[src/rtl/dmem_bus_ctrl.sv]
// Data-memory bus controller behind MEM: req/gnt/rvalid handshake,
// pipeline stall, and aligned, sign/zero-extended registered load data.
// Optional build macro DMEM_TIMEOUT_EN adds a REQ+WAIT cycle limit with abort.
// Ports: clk_i, rst_ni; MEM side we_i/re_i/addr_i/store_strb_i/store_data_i/
//   byte_lane_i/access_size_i/unsigned_load_i; bus dbus_req_o/we_o/addr_o/
//   be_o/wdata_o, dbus_gnt_i/rvalid_i/rdata_i; stall_o, load_data_o,
//   load_valid_o, bus_err_o.
module dmem_bus_ctrl #(
  parameter int unsigned TIMEOUT_CYCLES = 255
) (
  input  logic        clk_i,
  input  logic        rst_ni,
  input  logic        we_i,
  input  logic        re_i,
  input  logic [31:0] addr_i,
  input  logic [3:0]  store_strb_i,
  input  logic [31:0] store_data_i,
  input  logic [1:0]  byte_lane_i,
  input  logic [1:0]  access_size_i,
  input  logic        unsigned_load_i,
  output logic        dbus_req_o,
  output logic        dbus_we_o,
  output logic [31:0] dbus_addr_o,
  output logic [3:0]  dbus_be_o,
  output logic [31:0] dbus_wdata_o,
  input  logic        dbus_gnt_i,
  input  logic        dbus_rvalid_i,
  input  logic [31:0] dbus_rdata_i,
  output logic        stall_o,
  output logic [31:0] load_data_o,
  output logic        load_valid_o,
  output logic        bus_err_o
);

  if (TIMEOUT_CYCLES < 2) begin : g_bad_timeout
    $error("TIMEOUT_CYCLES must be >= 2");
  end

  typedef enum logic [1:0] {
    IDLE = 2'd0,
    REQ  = 2'd1,
    WAIT = 2'd2
  } state_t;

  state_t state_q, state_d;

  logic       we_q;
  logic       uns_q;
  logic [1:0] lane_q;
  logic [1:0] size_q;
  logic       start;
  logic       done;
  logic       abort;
  logic [31:0] fmt;
  logic [7:0]  sel_b;
  logic [15:0] sel_h;

  // Word address drops the lane bits; the lane comes in separately.
  logic unused_addr_lsb;
  assign unused_addr_lsb = ^addr_i[1:0];

  assign start = (state_q == IDLE) && (we_i || re_i);
  assign done  = (state_q == WAIT) && dbus_rvalid_i;

`ifdef DMEM_TIMEOUT_EN
  localparam int CW = $clog2(TIMEOUT_CYCLES);

  logic [CW-1:0] cnt_q;
  logic          limit;

  assign limit = (cnt_q == CW'(TIMEOUT_CYCLES - 1));

  // A completing gnt/rvalid in the limit cycle takes priority.
  assign abort = limit &&
    (((state_q == REQ) && !dbus_gnt_i) ||
     ((state_q == WAIT) && !dbus_rvalid_i));

  always_ff @(posedge clk_i or negedge rst_ni) begin
    if (!rst_ni) begin
      cnt_q     <= '0;
      bus_err_o <= 1'b0;
    end else begin
      bus_err_o <= abort;
      if (start)
        cnt_q <= '0;
      else if (state_q != IDLE)
        cnt_q <= cnt_q + CW'(1);
    end
  end
`else
  assign abort     = 1'b0;
  assign bus_err_o = 1'b0;
`endif

  always_ff @(posedge clk_i or negedge rst_ni) begin
    if (!rst_ni)
      state_q <= IDLE;
    else
      state_q <= state_d;
  end

  always_comb begin
    state_d = state_q;
    unique case (state_q)
      IDLE: if (we_i || re_i) state_d = REQ;
      REQ: begin
        if (dbus_gnt_i)  state_d = WAIT;
        else if (abort)  state_d = IDLE;
      end
      WAIT: begin
        if (dbus_rvalid_i) state_d = IDLE;
        else if (abort)    state_d = IDLE;
      end
      default: state_d = IDLE;
    endcase
  end

  always_comb begin
    dbus_req_o = 1'b0;
    stall_o    = 1'b0;
    unique case (state_q)
      IDLE: stall_o = we_i || re_i;
      REQ: begin
        dbus_req_o = 1'b1;
        stall_o    = !abort;
      end
      WAIT: stall_o = !dbus_rvalid_i && !abort;
      default: stall_o = 1'b0;
    endcase
    dbus_we_o = dbus_req_o && we_q;
  end

  always_ff @(posedge clk_i or negedge rst_ni) begin
    if (!rst_ni) begin
      dbus_addr_o  <= '0;
      dbus_be_o    <= '0;
      dbus_wdata_o <= '0;
      we_q         <= 1'b0;
      uns_q        <= 1'b0;
      lane_q       <= '0;
      size_q       <= '0;
    end else if (start) begin
      dbus_addr_o  <= {addr_i[31:2], 2'b00};
      dbus_be_o    <= we_i ? store_strb_i : 4'b1111;
      dbus_wdata_o <= store_data_i;
      we_q         <= we_i;
      uns_q        <= unsigned_load_i;
      lane_q       <= byte_lane_i;
      size_q       <= access_size_i;
    end
  end

  always_comb begin
    sel_b = dbus_rdata_i[7:0];
    unique case (lane_q)
      2'd0: sel_b = dbus_rdata_i[7:0];
      2'd1: sel_b = dbus_rdata_i[15:8];
      2'd2: sel_b = dbus_rdata_i[23:16];
      2'd3: sel_b = dbus_rdata_i[31:24];
      default: sel_b = dbus_rdata_i[7:0];
    endcase
    sel_h = lane_q[1] ? dbus_rdata_i[31:16] : dbus_rdata_i[15:0];
    fmt = dbus_rdata_i;
    unique case (1'b1)
      (size_q == 2'b00):
        fmt = {{24{sel_b[7] & ~uns_q}}, sel_b};
      (size_q == 2'b01):
        fmt = {{16{sel_h[15] & ~uns_q}}, sel_h};
      default: fmt = dbus_rdata_i;
    endcase
  end

  always_ff @(posedge clk_i or negedge rst_ni) begin
    if (!rst_ni) begin
      load_data_o  <= '0;
      load_valid_o <= 1'b0;
    end else begin
      load_valid_o <= done && !we_q;
      if (done && !we_q)
        load_data_o <= fmt;
    end
  end

endmodule

[config.mk]
export PLATFORM = sky130hd
export DESIGN_NAME = dmem_bus_ctrl
export DESIGN_NICKNAME = d
export VERILOG_FILES = /design/src/rtl/dmem_bus_ctrl.sv
export SDC_FILE = /design/constraint.sdc
export NUM_CORES = 1
export LEC_CHECK = 0
export CAP_MARGIN = 20
export CORE_UTILIZATION = 45
export DETAILED_ROUTE_END_ITERATION = 12
export GPL_ROUTABILITY_DRIVEN = 0
export PLACE_DENSITY_LB_ADDON = 0.3
export SLEW_MARGIN = 20
export SYNTH_ARGS = -nofsm -noshare
export SYNTH_HDL_FRONTEND = slang
export SYNTH_SLANG_ARGS = --single-unit
export TNS_END_PERCENT = 20
[constraint.sdc]
create_clock -name clk_i -period 2.8 [get_ports clk_i]
set_input_delay 0.56 -clock clk_i [delete_from_list [all_inputs] [get_ports clk_i]]
set_output_delay 0.56 -clock clk_i [all_outputs]
set_load 0.01 [all_outputs]
Word-level counts from Yosys, hierarchy flattened --
Index checks and enable logic that the tools add are counted.
Cells by class: $add $sub $neg 0, multipliers 0, div/mod/pow operators 0, $lt $le $gt $ge 0, eq/ne operators 9, shift operators 0, muxes and demuxes 10, bitwise operators 3, reductions and logical operators 11
Operators with widths (number):
- $pmux W32 S2 | 1
- $pmux W8 S4 | 1
- $mux W16 | 1
- $eq A2 B1 Y1 const B | 3
- $eq A2 B2 Y1 const B | 3
- $logic_not A2 Y1 | 3
- $mux W2 | 3
- $pmux W2 S3 | 1
- $logic_and A1 B1 Y1 | 4
- $mux W4 | 1
- $ne A2 B2 Y1 const B | 2
- $pmux W1 S3 | 1
- $reduce_and A3 Y1 | 1
- $and A1 B1 Y1 | 2
- $logic_not A1 Y1 | 2
- $ne A2 B1 Y1 const B | 1
- $logic_or A1 B1 Y1 | 1
- $mux W1 | 1
- $not A1 Y1 | 1
Word-level totals: register bits 107, bits in latches 0, bits in writable memories 0, ROM bits 0, input bits 111, output and inout port bits 105, word-level logic and storage cells 43, memories 0

Logic depth before layout (Yosys ltp) --
Gate-level depths: netlist of run 1.
depth after elaboration 4, mapped depth 7, mapped depth without buffers 5

Worst setup path after synthesis of run 1 --
No wires, ideal clock.
kind input -> output, start input re_i, end output stall_o, data arrival time 1302 ps, data required time 2240 ps, slack 938 ps, cell stages on the path 3, path buffers 1, cells stage by stage o21a_1 -> buf_4 -> or3_1
Between the ends: word-level cells in the longest chain between the ends 2
Ends and longest elaborated chain:
- start: declaration | line 14 | input logic re_i,
- $logic_or A1 B1 Y1 | line 122 | IDLE: stall_o = we_i || re_i;
- $pmux W1 S3 | line 121 | unique case (state_q)
- end: declaration | line 29 | output logic stall_o,
No other way between the ends.

Worst setup path in the final report of run 1 --
Ends and elaborated chain as after synthesis.

==> results of run 1 <==
state kept, by name, summed over array words and instances, names as in the netlist, 2 cells and up:
name and flops:
dbus_wdata_o 32, lane_q 2, dbus_be_o 4, dbus_addr_o 30, state_q 2, size_q 2
load_data_o 32
layout by cell type, fill, tap and decap left out, drive strengths merged, types with 5 or more instances in the layout:
cell type	Yosys	final
mux2	71	71
nand2	18	18
a21oi	16	16
o211ai	6	6
buf	23	8
nor2	26	26
clkbuf	3	11
inv	5	5
clkdlybuf4s50	0	209
a22oi	7	7
and3	5	5
dfrtp	107	107
nand3	8	8
o21ai	19	19
nand3b	16	16
final cells by class:
type | count | area (µm²) | share of cell area (%)
Clock buffer | 11 | 151.4 | 2.161
Clock inverter | 4 | 73.82 | 1.054
Inverter | 5 | 21.27 | 0.3036
Multi-Input combinational cell | 228 | 1752 | 25.00
Sequential cell | 107 | 2678 | 38.21
Tap cell | 133 | 166.4 | 2.375
Timing Repair Buffer | 217 | 2165 | 30.89
critical path: cells and delay by family:
family / cells / cell delay, ns
buffers and inverters: 2 / 0.94
AO/OA/AOI/OAI: 1 / 0.23
AND/OR/NAND/NOR: 1 / 0.34
worst paths after layout:
check | from | end | slack (ns) | cells after the start
setup / recovery | re_i | stall_o | 0.17 | 4
setup reg to reg | state_q[0] | dbus_wdata_o[9] | 0.76 | 4
hold reg to reg | load_data_o[7] | load_data_o[7] | 0.50 | 2
max in group asynchronous | rst_ni | dbus_addr_o[12] | 1.96 | 2
hold / removal | rst_ni | dbus_wdata_o[1] | 0.18 | 1
min in group clk_i | load_data_o[7] | load_data_o[7] | 0.50 | 2
cells by family after synthesis:
group / share of synthesized area [%]
AO/OA/AOI/OAI: 8.770
buffers and inverters: 4.803
flip-flops: 57.74
other: 0.08087
AND/OR/NAND/NOR: 10.33
multiplexers: 18.27
per-layer routing:
metal / wire length, µm / vias to the layer above
li1: - / 1682
met1: 4684 / 1749
met2: 6172 / 163
met3: 1276 / 16
met4: 243 / 0
met5: 0 / -
power breakdown:
group,switching [mW],internal (mW),total (mW)
registers,0.540,2.33,2.87
clock network,0.513,0.548,1.06
logic,1.54,2.30,3.85
total,2.60,5.18,7.77
stage by stage:
step / hold slack (ns) / total power, mW / utilization, % / setup slack (ns)
finish: 0.1753 / 7.774 / 71.03 / 0.1692
global route: 0.2120 / 8.247 / 71.03 / 0.1274
CTS: 0.1843 / 7.845 / 71.03 / 0.1577
detailed placement: 0.4755 / 6.756 / 68.75 / 0.1744
global placement: 0.4701 / 6.619 / 68.75 / 0.1812
floorplan: 0.2644 / 4.792 / - / 0.9380
==> out/metrics.csv, run 1 <==
stage,metric,value,unit
timing,fmax,380.1,MHz
placed_design,dp_hpwl,9.090,mm
layout,area_growth_syn_to_layout,51.11,%
clocking,clk_latency,0.37,ns
clocking,root_buffer,clkbuf_8,
layout,stdcell_area,0.007007,mm²
global_routing,grt_pass1_wl,19.91,mm
setup_path,cp_cell_sequence,"clkdlybuf4s50_1, o21a_4, or3_1, clkdlybuf4s50_1",
detailed_routing,wl_per_cell,17.55,µm
setup_path,end_kind,output pin,
clocking,cts_tree,built,
placed_design,postPlaceCellArea,0.006782,mm²
global_routing,grt_util_all_layers,23.82,%
timing,fin_crit,2.631,ns
setup_path,worstSetupPathType,in2out,
detailed_routing,drt_iter0_markers,164,
run_status,status,"finished, final reports clean",
synth,synth_ff_type,dfrtp_1,
clocking,clkTransAtPathRegs,0.09,ns
timing,rsz0062_at_grt,false,
clocking,hold_buffers,0,
floorplanning,io_pins,216,
detailed_routing,drt-total-wl,12.38,mm
timing,fin_skew,0.007941,ns
layout,diodes,0,
global_routing,top_usage_layer,met2,
setup_path,critPathMaxStageDelay,0.49,ns
setup_path,cpMostUsedCell,clkdlybuf4s50_1,
placed_design,placed_cells,690,
timing,setup_viol,0,
floorplanning,dieArea,0.01071,mm²
synth,yosysTopAreaCell,dfrtp_1,
layout,drive_gt1_share,17.48,%
setup_path,crit_slowest_cell,clkdlybuf4s50_1,
setup_path,cp-start-kind,input port,
power,ir_drop,0.8448,mV
power,powerDensity,1110,mW/mm²
synth,synth_area,0.004637,mm²
synth,synth-edff-count,0,
layout,n_fill_cell,719,
setup_path,cp.arrival,2.07,ns
detailed_routing,vias_per_cell,5.121,
floorplanning,initial_core_util,47.01,%
detailed_routing,drc,0,
clocking,max-clock-path-buffers,2,
clocking,h-tree-depth,3,
detailed_routing,via_count,3610,
timing,period_share,93.96,%
floorplanning,core,0.009864,mm²
setup_path,required,2.24,ns
global_routing,grt-ovfl-total,0,
timing,worstMarginPinSlew,1.016,ns
timing,timing.final.hold_violations,0,
detailed_routing,dr.pass1.iters,6,
setup_path,crit_path_max_fanout,2,
global_routing,antenna_found_initial,0,
synth,post-synth-top-count-cell,dfrtp_1,
synth,yosysSeqAreaShare,57.74,%
synth,avgSynthCellArea,12.74,µm²
global_routing,grt_pass1_vias,3935,
synth,ys_async_sr_fraction,100.0,%
clocking,cts_resized,0,
power,power.leakage,2.875,nW
floorplanning,floorplan.rows,36,
synth,ys_ff_latch,107,
hold_path,hold_class,in2async,
job,cap_violations,0,
floorplanning,die_h,103.5,µm
timing,tns,0,ns
layout,fin_nets,679,
global_routing,gr-usage-met3,9.566,%
timing,slew_viol_final,0,
clocking,cts_buffers,9,
synth,synthTopCellsByCount,"dfrtp_1 (107), mux2_2 (69), nor2_1 (26)",
placed_design,portBuffers,210,
global_routing,grt_max_degree,75,
clocking,post-cts-setup-buffer-count,0,
synth,synthTopCellsByArea,"dfrtp_1 (58%), mux2_2 (17%), nand3b_1 (2.6%)",
layout,final-instance-count-excl-fill,705,
clocking,cts.sinks,107,
synth,ys.warnings.count,0,
global_routing,grt_use_met2,40.46,%
synth,synth_cell_types,39,
timing,slew_headroom,32.26,%
detailed_routing,antenna_left,0,
synth,synthCells,364,
global_routing,use_met1,26.74,%
floorplanning,die_w,103.5,µm
synth,synth_top_cell_area_share,57.74,%
(Power assumes the default switching activity.)
==> inputs of run 2 (changes only) <==
- CORE_MARGIN: not set -> 1
- CORE_UTILIZATION: 45 -> 37
- clock period: 2.8 -> 2.3 ns (I/O delays scaled with it)
==> run 2 against run 1 <==
Utilization down 12 points. Sequential power up 21%. Critical path type unchanged. Clock skew shrank 0.0025 ns. Largest power group unchanged. Clock-buffer cell count unchanged. Register-to-register slack got worse by 0.49 ns. Final area increased by 1.9%. Highest routed layer unchanged.
==> out/metrics.csv, run 2 (synthesis gave the netlist of run 1 again) <==
stage,metric,value,unit
run_status,status,"finished, final reports clean",
layout,mostFrequentLayoutCells,"clkdlybuf4s50_1 (208), dfrtp_1 (107), mux2_2 (69), nor2_1 (26), o21ai_0 (19)",
placed_design,dp_hpwl,9.257,mm
floorplanning,floorplan.rows,40,
clocking,post-cts-setup-buffer-count,0,
clocking,cts_tree,built,
timing,fin_skew,0.005490,ns
timing,rsz0062_at_grt,false,
floorplanning,core,0.01211,mm²
detailed_routing,drt-total-wl,12.62,mm
layout,diodes,0,
placed_design,placed_cells,727,
clocking,clk_latency,0.34,ns
layout,top_regs,"dbus_wdata_o: 32 flops, load_data_o: 32 flops, dbus_addr_o: 30 flops",
timing,slew_viol_final,0,
timing,fin_crit,2.194,ns
setup_path,cp_num_buf_inv,2,
setup_path,cp_cell_sequence,"clkdlybuf4s50_1, o21a_2, or3_1, dlygate4sd2_1",
floorplanning,initial_core_util,38.29,%
placed_design,portBuffers,210,
setup_path,required,1.84,ns
timing,tns,0,ns
global_routing,grt_max_degree,75,
timing,timing.final.hold_violations,0,
floorplanning,dieArea,0.01298,mm²
setup_path,end_kind,output pin,
layout,area_growth_syn_to_layout,53.94,%
layout,fin_nets,681,
global_routing,grt_util_all_layers,20.18,%
timing,fmax,455.8,MHz
power,powerDensity,1357,mW/mm²
job,cap_violations,0,
setup_path,crit_family,buffers and inverters,
detailed_routing,wl_per_cell,16.99,µm
placed_design,postPlaceCellArea,0.006847,mm²
clocking,max-clock-path-buffers,2,
timing,fin_ws,0.1062,ns
clocking,cts.sinks,107,
power,ir_drop,0.7629,mV
layout,drive_gt1_share,18.09,%
hold_path,hold_class,in2async,
setup_path,crit_path_max_fanout,2,
setup_path,critPathMaxStageDelay,0.42,ns
global_routing,grt_pass1_vias,3953,
detailed_routing,vias_per_cell,5.001,
clocking,h-tree-depth,3,
detailed_routing,drc,0,
global_routing,antenna_found_initial,0,
clocking,clkTransAtPathRegs,0.07,ns
setup_path,worstSetupPathType,in2out,
placed_design,post-place-ws,-0.09422,ns
global_routing,grt-ovfl-total,0,
power,power.leakage,2.910,nW
clocking,root_buffer,clkbuf_16,
layout,stdcell_area,0.007138,mm²
clocking,cts_buffers,9,
setup_path,cp.arrival,1.73,ns
layout,layout_commonest_cell,clkdlybuf4s50_1,
floorplanning,die_h,113.9,µm
timing,period_share,95.38,%
timing,setup_viol,0,
floorplanning,die_w,113.9,µm
layout,final-instance-count-excl-fill,743,
timing,slew_headroom,40.49,%
timing,worstMarginPinSlew,0.8927,ns
detailed_routing,antenna_left,0,
setup_path,cp-start-kind,input port,
detailed_routing,drt_iter0_markers,270,
global_routing,grt_pass1_wl,20.29,mm
detailed_routing,via_count,3716,
floorplanning,io_pins,216,
setup_path,crit_slowest_cell,clkdlybuf4s50_1,
detailed_routing,dr.pass1.iters,4,
==> run 2: cell types whose count changed in the layout (fill, tap and decap cells not counted) <==
| cell | delta |
|---|---|
| buf_12 | +1 |
| buf_4 | +1 |
| bufinv_16 | -2 |
| clkbuf_16 | +9 |
| clkbuf_8 | -9 |
| clkdlybuf4s50_1 | -1 |
| clkinv_4 | +1 |
| clkinvlp_4 | +2 |
| dlygate4sd2_1 | +1 |
| nor2b_1 | -1 |
| nor2b_2 | +1 |
| o21a_2 | +1 |
| o21a_4 | -1 |
==> run 2: per-stage QoR <==
| step | power [mW] | hold slack [ns] | util (%) |
|---|---|---|---|
| global route | 10.29 | 0.08894 | 58.94 |
| CTS | 9.793 | 0.07241 | 58.92 |
| finish | 9.685 | 0.05873 | 58.94 |
| detailed placement | 8.267 | 0.4447 | 56.53 |
| global placement | 8.103 | 0.4426 | 56.53 |
| floorplan | 5.834 | 0.1644 | - |
==> run 2: path summary, 6_finish.rpt <==
path / slack [ns] / cells past startpoint / startpoint / endpoint
setup / recovery: 0.11 / 4 / re_i / stall_o
hold / removal: 0.06 / 1 / rst_ni / load_data_o[2]
setup reg to reg: 0.27 / 4 / state_q[0] / dbus_addr_o[30]
hold reg to reg: 0.50 / 2 / load_data_o[5] / load_data_o[5]
max in group asynchronous: 1.57 / 2 / rst_ni / dbus_addr_o[18]
min in group clk_i: 0.50 / 2 / load_data_o[5] / load_data_o[5]
==> run 2: per-layer routing <==
layer	global-route usage, %	wire [µm]	up-vias
met2	33.45	6222	185
met3	8.023	1375	19
li1	-	-	1694
met5	0	0	-
met1	23.58	4799	1818
met4	7.446	225	0
==> run 2: timing repair <==
| item | CTS | global route |
|---|---|---|
| hold buffers | 0 | 0 |
| setup endpoints to repair | 1 | 1 |
| hold endpoints to repair | 0 | 0 |
| gates resized for setup | 1 | 1 |
==> run 2: where the power goes <==
| group | leakage [nW] | total, mW | internal (mW) | switching, mW |
|---|---|---|---|---|
| logic | 1.52 | 4.74 | 2.81 | 1.93 |
| clock network | 0.138 | 1.48 | 0.796 | 0.688 |
| registers | 1.25 | 3.46 | 2.84 | 0.623 |
| total | 2.91 | 9.68 | 6.44 | 3.24 |
==> run 2: layout make-up <==
class | instances | area (µm²)
Multi-Input combinational cell | 228 | 1748
Timing Repair Buffer | 219 | 2191
Clock buffer | 11 | 252.7
Fill cell | 998 | 4974
Clock inverter | 5 | 37.54
Tap cell | 168 | 210.2
Inverter | 5 | 21.27
Sequential cell | 107 | 2678
==> inputs of run 3 (changes only) <==
- CAP_MARGIN: 20 -> not set
- RECOVER_POWER: not set -> 50
==> run 3 against run 2 <==
The run now ends with max-capacitance violations, max-slew violations left. Via count down 0.62%. Global-route usage unchanged. Utilization is 0.062 points lower. Worst setup slack hardly changed. Critical path depth stayed put. Flip-flop and latch count did not move. Combinational power is 3% lower. Hold slack improved by 0.44 ns. Clock skew about the same. Clock power barely moved. Clock-buffer cell count is the same. Critical endpoint unchanged.
==> out/metrics.csv, run 3 (synthesis gave the netlist of run 1 again) <==
stage,metric,value,unit
run_status,status,finished with violations,
run_status,failed_checks,"max-capacitance violations, max-slew violations",
clocking,post-cts-setup-buffer-count,0,
layout,seq_area,0.002678,mm²
layout,area_growth_syn_to_layout,53.78,%
layout,mostFrequentLayoutCells,"clkdlybuf4s50_1 (160), dfrtp_1 (107), mux2_2 (69), dlygate4sd3_1 (48), nor2_1 (26)",
hold_path,hold_class,reg2reg,
layout,diodes,0,
clocking,max-clock-path-buffers,2,
timing,slew_viol_final,34,
global_routing,grt-ovfl-total,0,
setup_path,end_kind,output pin,
clocking,clkTransAtPathRegs,0.07,ns
setup_path,cp.arrival,1.73,ns
timing,worstMarginPinSlew,1.911,ns
placed_design,postPlaceCellArea,0.006847,mm²
setup_path,critPathMaxStageDelay,0.42,ns
floorplanning,floorplan.rows,40,
power,ir_drop,0.7446,mV
setup_path,crit_path_max_fanout,2,
setup_path,cp_cell_sequence,"clkdlybuf4s50_1, o21a_2, or3_1, dlygate4sd2_1",
floorplanning,core,0.01211,mm²
timing,timing.final.hold_violations,0,
timing,fmax,455.8,MHz
detailed_routing,wl_per_cell,16.93,µm
layout,drive_gt1_share,17.74,%
setup_path,worstSetupPathType,in2out,
detailed_routing,antenna_left,0,
layout,stdcell_area,0.007131,mm²
setup_path,crit_slowest_cell,clkdlybuf4s50_1,
floorplanning,initial_core_util,38.29,%
detailed_routing,drt_iter0_markers,275,
detailed_routing,drt-total-wl,12.58,mm
layout,multi_input_area,0.001748,mm²
setup_path,cp-start-kind,input port,
timing,fin_skew,0.005503,ns
floorplanning,io_pins,216,
clocking,root_buffer,clkbuf_16,
placed_design,dp_hpwl,9.257,mm
setup_path,required,1.84,ns
job,cap_violations,1,
global_routing,grt_util_all_layers,20.18,%
global_routing,antenna_found_initial,0,
floorplanning,die_w,113.9,µm
timing,setup_viol,0,
detailed_routing,vias_per_cell,4.970,
global_routing,grt_pass1_vias,3953,
detailed_routing,drc,0,
detailed_routing,dr.pass1.iters,4,
setup_path,cp_num_buf_inv,2,
timing,fin_crit,2.194,ns
clocking,cts_buffers,9,
floorplanning,die_h,113.9,µm
timing,period_share,95.38,%
power,powerDensity,1333,mW/mm²
floorplanning,dieArea,0.01298,mm²
clocking,clk_latency,0.34,ns
power,power.leakage,2.922,nW
global_routing,grt_pass1_wl,20.29,mm
timing,rsz0062_at_grt,false,
clocking,hold_buffers,0,
global_routing,grt_max_degree,75,
setup_path,crit_family,buffers and inverters,
timing,slew_headroom,-27.42,%
layout,layout_commonest_cell,clkdlybuf4s50_1,
layout,fin_util,58.87,%
clocking,h-tree-depth,3,
clocking,cts_tree,built,
layout,top_regs,"dbus_wdata_o: 32 flops, load_data_o: 32 flops, dbus_addr_o: 30 flops",
detailed_routing,via_count,3693,
placed_design,portBuffers,210,
clocking,cts.sinks,107,
layout,fin_nets,681,
layout,n_fill_cell,1000,
-- run 3: cell count changes in the layout (fill, tap and decap cells not counted), sizes merged --
cell           change
clkdlybuf4s50     -48
buf                -2
dlygate4sd3       +48
clkbuf             +2
-- run 3: worst paths after layout --
kind	start	end	slack [ns]	cells past startpoint
max in group asynchronous	rst_ni	dbus_addr_o[30]	0.53	2
worst max-delay path	re_i	stall_o	0.11	4
min in group asynchronous	rst_ni	load_data_o[2]	0.64	1
worst max register to register	state_q[0]	dbus_addr_o[30]	0.27	4
worst min register to register	load_data_o[5]	load_data_o[5]	0.50	2
worst min-delay path	load_data_o[5]	load_data_o[5]	0.50	2
-- run 3: metrics by stage --
step	cells	setup WS [ns]	hold WS, ns	power [mW]	setup TNS, ns
floorplan	366	0.6380	0.1644	5.834	0
global route	743	0.06236	0.5243	10.11	0
CTS	743	0.05099	0.07241	9.793	0
finish	743	0.1063	0.4982	9.502	0
global placement	727	-0.1006	0.4426	8.103	-2.425
detailed placement	727	-0.09422	0.4447	8.267	-4.182
-- run 3: layout make-up --
class | count | area share (%)
tap | 168 | 2.948
timing repair buffer | 219 | 30.62
clock inverter | 5 | 0.5264
clock buffer | 11 | 3.544
sequential | 107 | 37.55
multi-input combinational | 228 | 24.51
inverter | 5 | 0.2983
-- run 3: timing repair --
action | in CTS | in global routing
gates resized for setup | 1 | 1
pin swaps | 0 | 0
gates cloned | 0 | 0
hold endpoints to repair | 0 | 0
setup endpoints to repair | 1 | 1
-- run 3: metal layers --
layer	share of wire, %	vias to the layer above	wire, µm	GRT usage (%)
met5	0	-	0	0
met4	1.8	0	223	7.446
met2	49	179	6219	33.45
met1	38	1805	4759	23.58
li1	-	1690	-	-
met3	11	19	1375	8.023
-- run 3: worst min-delay path: cells and delay by family (launching register included) --
| kind | cells | cell delay (ns) |
|---|---|---|
| flip-flops | 1 | 0.34 |
| AO/OA/AOI/OAI | 1 | 0.07 |
| AND/OR/NAND/NOR | 1 | 0.05 |
-- run 3: power breakdown --
part           internal (mW)  switching, mW
registers               2.84          0.602
clock network          0.796          0.689
logic                   2.65           1.93
